[src/rtl/sum_pkg.sv]
// Shared types, default widths and helpers for the sum accumulator block.
package sum_pkg;

    // Frame state: collecting samples, or presenting a finished total.
    typedef enum logic {
        ACCUM = 1'b0,
        DONE  = 1'b1
    } sum_state_e;

    // Default adder sum-field width and accumulator width.
    localparam int SUM_IN_W  = 3;
    localparam int SUM_ACC_W = 8;

    // Working width for the input extension helper; callers cast down.
    localparam int SUM_EXT_W = 32;

    // Builds the unsigned value {carry, sum} with the carry sitting just
    // above an in_w-bit sum field, zero-extended to SUM_EXT_W bits.
    function automatic logic [SUM_EXT_W-1:0] sum_extend(
        input logic                 carry,
        input logic [SUM_EXT_W-1:0] sum,
        input int unsigned          in_w
    );
        return sum | (SUM_EXT_W'(carry) << in_w);
    endfunction

endpackage

[src/rtl/sum_accum_core.sv]
// Combinational add-and-overflow datapath for sum_accum.
// Build option: SUM_ACCUM_SAT_EN selects saturation instead of wrap on overflow.
module sum_accum_core
    import sum_pkg::*;
#(
    parameter int ACC_W = SUM_ACC_W
) (
    input  logic [ACC_W-1:0] acc_i,
    input  logic [ACC_W:0]   value_i,
    output logic [ACC_W-1:0] acc_o,
    output logic             ovf_o
);

    logic [ACC_W:0] nxt;

    // One extra bit of headroom exposes the carry out of the accumulator.
    always_comb begin
        nxt   = {1'b0, acc_i} + value_i;
        ovf_o = nxt[ACC_W];
`ifdef SUM_ACCUM_SAT_EN
        // Clamp to all-ones; adding a non-negative value to all-ones keeps it there.
        acc_o = nxt[ACC_W] ? {ACC_W{1'b1}} : nxt[ACC_W-1:0];
`else
        acc_o = nxt[ACC_W-1:0];
`endif
    end

endmodule

[src/rtl/sum_accum.sv]
// Frame accumulator: sums COUNT adder results, then presents the total with
// an overflow flag over a valid/ready handshake.
// Build option: SUM_ACCUM_SAT_EN (saturating accumulate, see sum_accum_core).
module sum_accum
    import sum_pkg::*;
#(
    parameter int IN_W  = SUM_IN_W,
    parameter int ACC_W = SUM_ACC_W,
    parameter int COUNT = 4
) (
    input  logic             clk,
    input  logic             rst,
    input  logic             clr,
    input  logic [IN_W-1:0]  in_sum,
    input  logic             in_carry,
    input  logic             in_valid,
    output logic             in_ready,
    output logic [ACC_W-1:0] out_sum,
    output logic             out_ovf,
    output logic             out_valid,
    input  logic             out_ready
);

    localparam int CNT_W = (COUNT > 1) ? $clog2(COUNT) : 1;
    localparam logic [CNT_W-1:0] CNT_LAST = CNT_W'(COUNT - 1);

    sum_state_e       state_q, state_d;
    logic [ACC_W-1:0] acc_q, acc_d;
    logic [CNT_W-1:0] cnt_q, cnt_d;
    logic             ovf_q, ovf_d;
    logic [ACC_W-1:0] out_sum_q, out_sum_d;
    logic             out_ovf_q, out_ovf_d;

    logic [ACC_W:0]   in_value;
    logic [ACC_W-1:0] acc_next;
    logic             add_ovf;
    logic             accept;

    // Handshake signals decode from state only, so neither ready nor valid
    // has a combinational path from the opposite side's valid/ready.
    assign in_ready  = (state_q == ACCUM);
    assign out_valid = (state_q == DONE);
    assign out_sum   = out_sum_q;
    assign out_ovf   = out_ovf_q;
    assign accept    = in_valid && in_ready;

    // Zero-extended {carry, sum}; ACC_W >= IN_W+1 guarantees it fits.
    assign in_value = (ACC_W+1)'(sum_extend(in_carry, SUM_EXT_W'(in_sum), IN_W));

    sum_accum_core #(
        .ACC_W (ACC_W)
    ) u_core (
        .acc_i   (acc_q),
        .value_i (in_value),
        .acc_o   (acc_next),
        .ovf_o   (add_ovf)
    );

    // Next-state and datapath update; clr takes priority over any handshake.
    always_comb begin
        // NOTE: every output gets a hold value first, so no path leaves one unassigned and no latch is inferred.
        state_d   = state_q;
        acc_d     = acc_q;
        cnt_d     = cnt_q;
        ovf_d     = ovf_q;
        out_sum_d = out_sum_q;
        out_ovf_d = out_ovf_q;

        if (clr) begin
            state_d = ACCUM;
            acc_d   = '0;
            cnt_d   = '0;
            ovf_d   = 1'b0;
        end else begin
            unique case (state_q)
                ACCUM: begin
                    if (accept) begin
                        acc_d = acc_next;
                        ovf_d = ovf_q | add_ovf;
                        cnt_d = cnt_q + CNT_W'(1);
                        if (cnt_q == CNT_LAST) begin
                            state_d   = DONE;
                            cnt_d     = '0;
                            out_sum_d = acc_next;
                            out_ovf_d = ovf_q | add_ovf;
                        end
                    end
                end
                DONE: begin
                    if (out_ready) begin
                        state_d = ACCUM;
                        acc_d   = '0;
                        cnt_d   = '0;
                        ovf_d   = 1'b0;
                    end
                end
                default: state_d = ACCUM;
            endcase
        end
    end

    // State and datapath registers with asynchronous reset.
    always_ff @(posedge clk or posedge rst) begin
        if (rst) begin
            state_q   <= ACCUM;
            acc_q     <= '0;
            cnt_q     <= '0;
            ovf_q     <= 1'b0;
            out_sum_q <= '0;
            out_ovf_q <= 1'b0;
        end else begin
            // NOTE: non-blocking assignments so every register samples the pre-edge values.
            state_q   <= state_d;
            acc_q     <= acc_d;
            cnt_q     <= cnt_d;
            ovf_q     <= ovf_d;
            out_sum_q <= out_sum_d;
            out_ovf_q <= out_ovf_d;
        end
    end

endmodule

[config.mk]
export PLATFORM = sky130hd
export DESIGN_NAME = sum_accum
export DESIGN_NICKNAME = d
export VERILOG_FILES = /design/src/rtl/sum_pkg.sv /design/src/rtl/sum_accum_core.sv /design/src/rtl/sum_accum.sv
export SDC_FILE = /design/constraint.sdc
export NUM_CORES = 1
export LEC_CHECK = 0
export ABC_AREA = 1
export BUFFER_PORTS_ARGS = -buffer_cell sky130_fd_sc_hd__buf_2
export CAP_MARGIN = 30
export CORE_ASPECT_RATIO = 0.8
export CORE_MARGIN = 2
export CORE_UTILIZATION = 54
export DETAILED_ROUTE_END_ITERATION = 10
export PLACE_DENSITY = 0.79
export SYNTH_ARGS = -nofsm -noshare
export SYNTH_HDL_FRONTEND = slang
export SYNTH_SLANG_ARGS = --single-unit
[constraint.sdc]
create_clock -name clk -period 1.8 [get_ports clk]
set_clock_uncertainty 0.15 [all_clocks]
set_input_delay 0.09 -clock clk [delete_from_list [all_inputs] [get_ports clk]]
set_output_delay 0.09 -clock clk [all_outputs]
set_load 0.02 [all_outputs]
* Yosys cells after proc, flatten, opt, wreduce, memory -nomap -nowiden
Index checks and enable logic that the tools add are counted.
** Storage, ports and cells
- Register bits after elaboration :: 21
- Output and inout port bits :: 11
- Word-level logic and storage cells :: 36
** Cells by class
- $add $sub $neg :: 2
- Equality and inequality tests :: 3
- Mux-type cells :: 18
- Bitwise gates (word level) :: 4
- Reductions and logical operators :: 3
** Operator list (count)
- 8-bit two-way mux :: 3
- 8-bit case mux with 2 select lines :: 1
- 8-bit by 4-bit adder with 9-bit output :: 1
- 2-bit two-way mux :: 4
- 1-bit two-way mux :: 7
- 3-bit by 4-bit OR with 4-bit output :: 1
- 1-bit case mux with 2 select lines :: 2
- 2-bit case mux with 2 select lines :: 1
- 4-bit AND reduction :: 1
- 3-bit by 2-bit != test with 1-bit output (second input constant) :: 1
- 3-bit != test (second input constant) :: 1
- 2-bit by 1-bit adder with 2-bit output (second input constant) :: 1
- 2-bit equality test (second input constant) :: 1
- 1-bit inverter :: 2
- 2-bit AND reduction :: 1
- 1-bit logical AND :: 1
- 1-bit OR :: 1

* Depth between registers and ports, before layout
- Depth after elaboration :: 6
- Gate-level depth with buffers :: 9

* Cells and area by module
Synthesis repeated with hierarchy kept, for this count alone.
** Second synthesis, totals
- Cells, all modules :: 174
- Area, all modules :: 1345.0 um^2
** Modules (own cells, without submodules)
- sum_accum :: instances 1, cells each 104, area each 955.9 um^2, seq. area each 525.5 um^2
- sum_accum_core :: instances 1, cells each 70, area each 389.1 um^2, seq. area each 0.0 um^2

* Least setup slack after synthesis
OpenSTA, ideal clock, no wires.
- Path type :: reg2reg
- Start :: register acc_q[0]
- End :: register acc_q[6]
- Arrival time :: 1364 ps
- Data required time :: 1515 ps
- Slack :: 152 ps
- Cell stages (with the launch flop) :: 9
- Path buffers :: 0
- Period minus slack after synthesis :: 1648 ps
- Cell sequence :: dfrtp_1 -> ha_1 -> fa_1 -> nand3_1 -> nand2_1 -> nand2_1 -> nand2_1 -> nand3_1 -> o21ai_0
** Between the ends
- Cells in the longest elaborated chain, start to end :: 4
** RTL lines
- start, declared :: line sum_accum.sv:28 : logic [ACC_W-1:0] acc_q, acc_d;
- start signal, assigned :: line sum_accum.sv:106 : acc_q <= '0;
- start signal, assigned :: line sum_accum.sv:114 : acc_q <= acc_d;
- 8-bit by 4-bit adder with 9-bit output :: line sum_accum_core.sv:18 : nxt = {1'b0, acc_i} + value_i;
- 8-bit two-way mux :: line sum_accum.sv:77 : if (accept) begin
- 8-bit case mux with 2 select lines :: line sum_accum.sv:75 : unique case (state_q)
- 8-bit two-way mux :: line sum_accum.sv:69 : if (clr) begin
No other way between the ends. The select of a mux whose other input is x is not followed.
A chain may end at the register's enable or synchronous reset.

* Worst setup path in the final report
- Start :: register acc_q[0]
- End :: register acc_q[4]
The elaborated chain is that of the path after synthesis.

==> qor.yml <==
sta:
  hold_violations: 0
  fin_crit_ns: 1.76
  finalSetupViolCount: 0
  max_slew_margin: 0.747
  min_period_over_period: 0.980
  setup_slack_ns: 0.0352
  setup-tns-final_ns: 0
  tightest_slew_ns: 0.375
  clock.fmax_mhz: 567
  slew_violations: 0
grt:
  grt_pass1_vias: 831
  grt_overflow: 0
  grt_pass1_wl_um: 3540
  grt_max_degree: 22
  antenna_found_initial: 0
  track_usage: 0.212
floorplanning:
  io_pins: 20
  dieArea_sq_um: 2450
  initial_utilization: 0.585
  rows: 14
  dieWidth_um: 54.8
  coreArea_sq_um: 1910
  die_y_um: 44.7
layout:
  utilization: 0.691
  instances_no_fill: 184
  antennaDiodeCount: 0
  ff_latch_area_sq_um: 526
  finalNetCount: 176
  syn_to_final_growth_pct: 18.2
  fill_cells: 157
  drive_gt1_frac: 0.225
  multi_input_area_sq_um: 518
synth:
  synth_common_cells: "46 x nand2_1, 21 x dfrtp_1, 15 x inv_1, 12 x nand3_1, 6 x o21ai_0"
  synthCells: 132
  synthesis.nets: 147
  synth.distinct_cells: 25
  synth_top_flop_cell: "dfrtp_1"
  synthTopCellsByArea: "dfrtp_1 47%, nand2_1 15%, ha_1 5.6%, nand3_1 5.4%, inv_1 5.0%"
  synthesis.area_per_instance_sq_um: 8.46
  synth_area_sq_um: 1120
  yosysTopAreaCell: "dfrtp_1"
  synth_top_cell_area_share: 0.471
  synth_edf_count: 0
  synth.most_common_cell: "nand2_1"
  yosys_register_bits: 21
  synthArstFlopShare: 1.00
  yosys_warnings: 0
  ys_seq_area_frac: 0.471
worst_hold_path:
  worstHoldPathType: "input pin to flop"
placed_design:
  port_buffers: 19
  gp_congestion: 0.824
  hpwl_um: 1530
  dp_slack_ns: 0.0578
  dp.cells: 175
clocking:
  h-tree-depth: 1
  cts_root_buf: "clkbuf_4"
  clkSinkCount: 21
  cts_tree: "yes"
  cts_setup_buffers: 0
  cts_made_buffers: 3
  clkSlewWorstSetupHoldPaths_ns: 0.12
  cts.path.max_buffers: 2
  clk_latency_ns: 0.31
pwr:
  total_leakage_power_nw: 0.751
  peakVddDrop_uv: 734
  power_density_nw_per_um2: 1030
  finalPower_w: 0.00136
critical_path:
  critPathKind: "flop to flop"
  worstSetupStartpointType: "flop"
  slowest_delay_ns: 0.40
  cp.required_ns: 1.90
  end_kind: "flop"
  cp_max_fo: 4
  crit_path_top_delay_cell: "dfrtp_1"
  arrival_ns: 1.87
  crit_path_frequent_cell: "nand2_1"
  crit_chain: "ha_1, fa_2, nand3_1, nand2_2, xor2_1, nand2_1, nand2_1"
route:
  ant_nets: 0
  drtIter0Drc: 34
  vias: 939
  remaining_drc_errors: 0
  first_pass_iters: 4
  wl_um: 2220
  avgRoutedWirePerCell_um: 12.1
  viasPerCell: 5.10
outcome:
  status: "finished clean"
run:
  maxCapViolations: 0
critical path: cells and delay by family, from the launching register on:
kind / cells / cell delay [ns]
flip-flops: 1 / 0.40
XOR/XNOR: 1 / 0.22
AND/OR/NAND/NOR: 4 / 0.37
adder cells (fa/ha/maj): 2 / 0.58
cells in the final DEF, fill, tap and decap left out, types with 4 or more instances in the layout:
cell,count
a21oi_1,4
buf_2,19
dfrtp_1,21
dlygate4sd3_1,5
ha_1,5
inv_1,15
nand2_1,45
nand3_1,12
o21ai_0,6
layout make-up:
cell class                 instances  area share
clock buffer                       4      0.0199
timing repair buffer              25       0.116
sequential                        21       0.398
multi-input combinational         93       0.393
inverter                          17      0.0503
tap                               24      0.0228
per-stage QoR:
stage	instance area, sq um	hold WS [ns]
after floorplan	1120	-0.0835
final	1320	0.0232
after CTS	1310	0.0181
after global routing	1320	0.0453
after detailed placement	1240	-0.0159
after global placement	1240	-0.0229
timing repair:
item                                    4_1_cts  5_1_grt
hold buffers                                  5        0
endpoints found under the setup margin        0        4
hold endpoints to repair                     24        0
gates resized for setup                       0        2
report_power, final:
group / internal, W / switching, W / leakage, nW
logic: 0.000182 / 0.000297 / 0.456
registers: 0.000577 / 0.0000683 / 0.280
clock network: 0.0000867 / 0.000148 / 0.0150
routing by layer:
metal  up-vias  GRT usage  wire, um
met2        40      0.333       996
met3         7     0.0743       174
li1        478          -         -
met4         0     0.0900        45
met5         -          0         0
met1       414      0.261      1000
flip-flops by register name (all words and copies together), names as in the netlist:
name / count
ovf_q: 1
cnt_q: 2
out_ovf: 1
acc_q: 8
out_valid: 1
out_sum: 8
path summary, 6_finish.rpt:
check	endpoint	slack (ns)	depth (start not counted)	from
setup reg to reg	acc_q[4]$_DFFE_PP0P_	0.04	7	acc_q[0]$_DFFE_PP0P_
hold / removal	out_sum[0]$_DFFE_PP0P_	0.02	4	in_sum[0]
setup / recovery	acc_q[4]$_DFFE_PP0P_	0.04	7	acc_q[0]$_DFFE_PP0P_
max in group asynchronous	acc_q[7]$_DFFE_PP0P_	1.11	4	rst
hold reg to reg	out_sum[3]$_DFFE_PP0P_	0.33	2	out_sum[3]$_DFFE_PP0P_
min in group asynchronous	cnt_q[1]$_DFFE_PP0P_	0.18	4	rst
logic make-up after synthesis:
group	Yosys count	share of synthesized area
XOR/XNOR	2	0.0157
AO/OA/AOI/OAI	16	0.0875
AND/OR/NAND/NOR	69	0.283
buffers and inverters	18	0.0695
adder cells (fa/ha/maj)	6	0.0740
flip-flops	21	0.471
(Power assumes the default switching activity.)
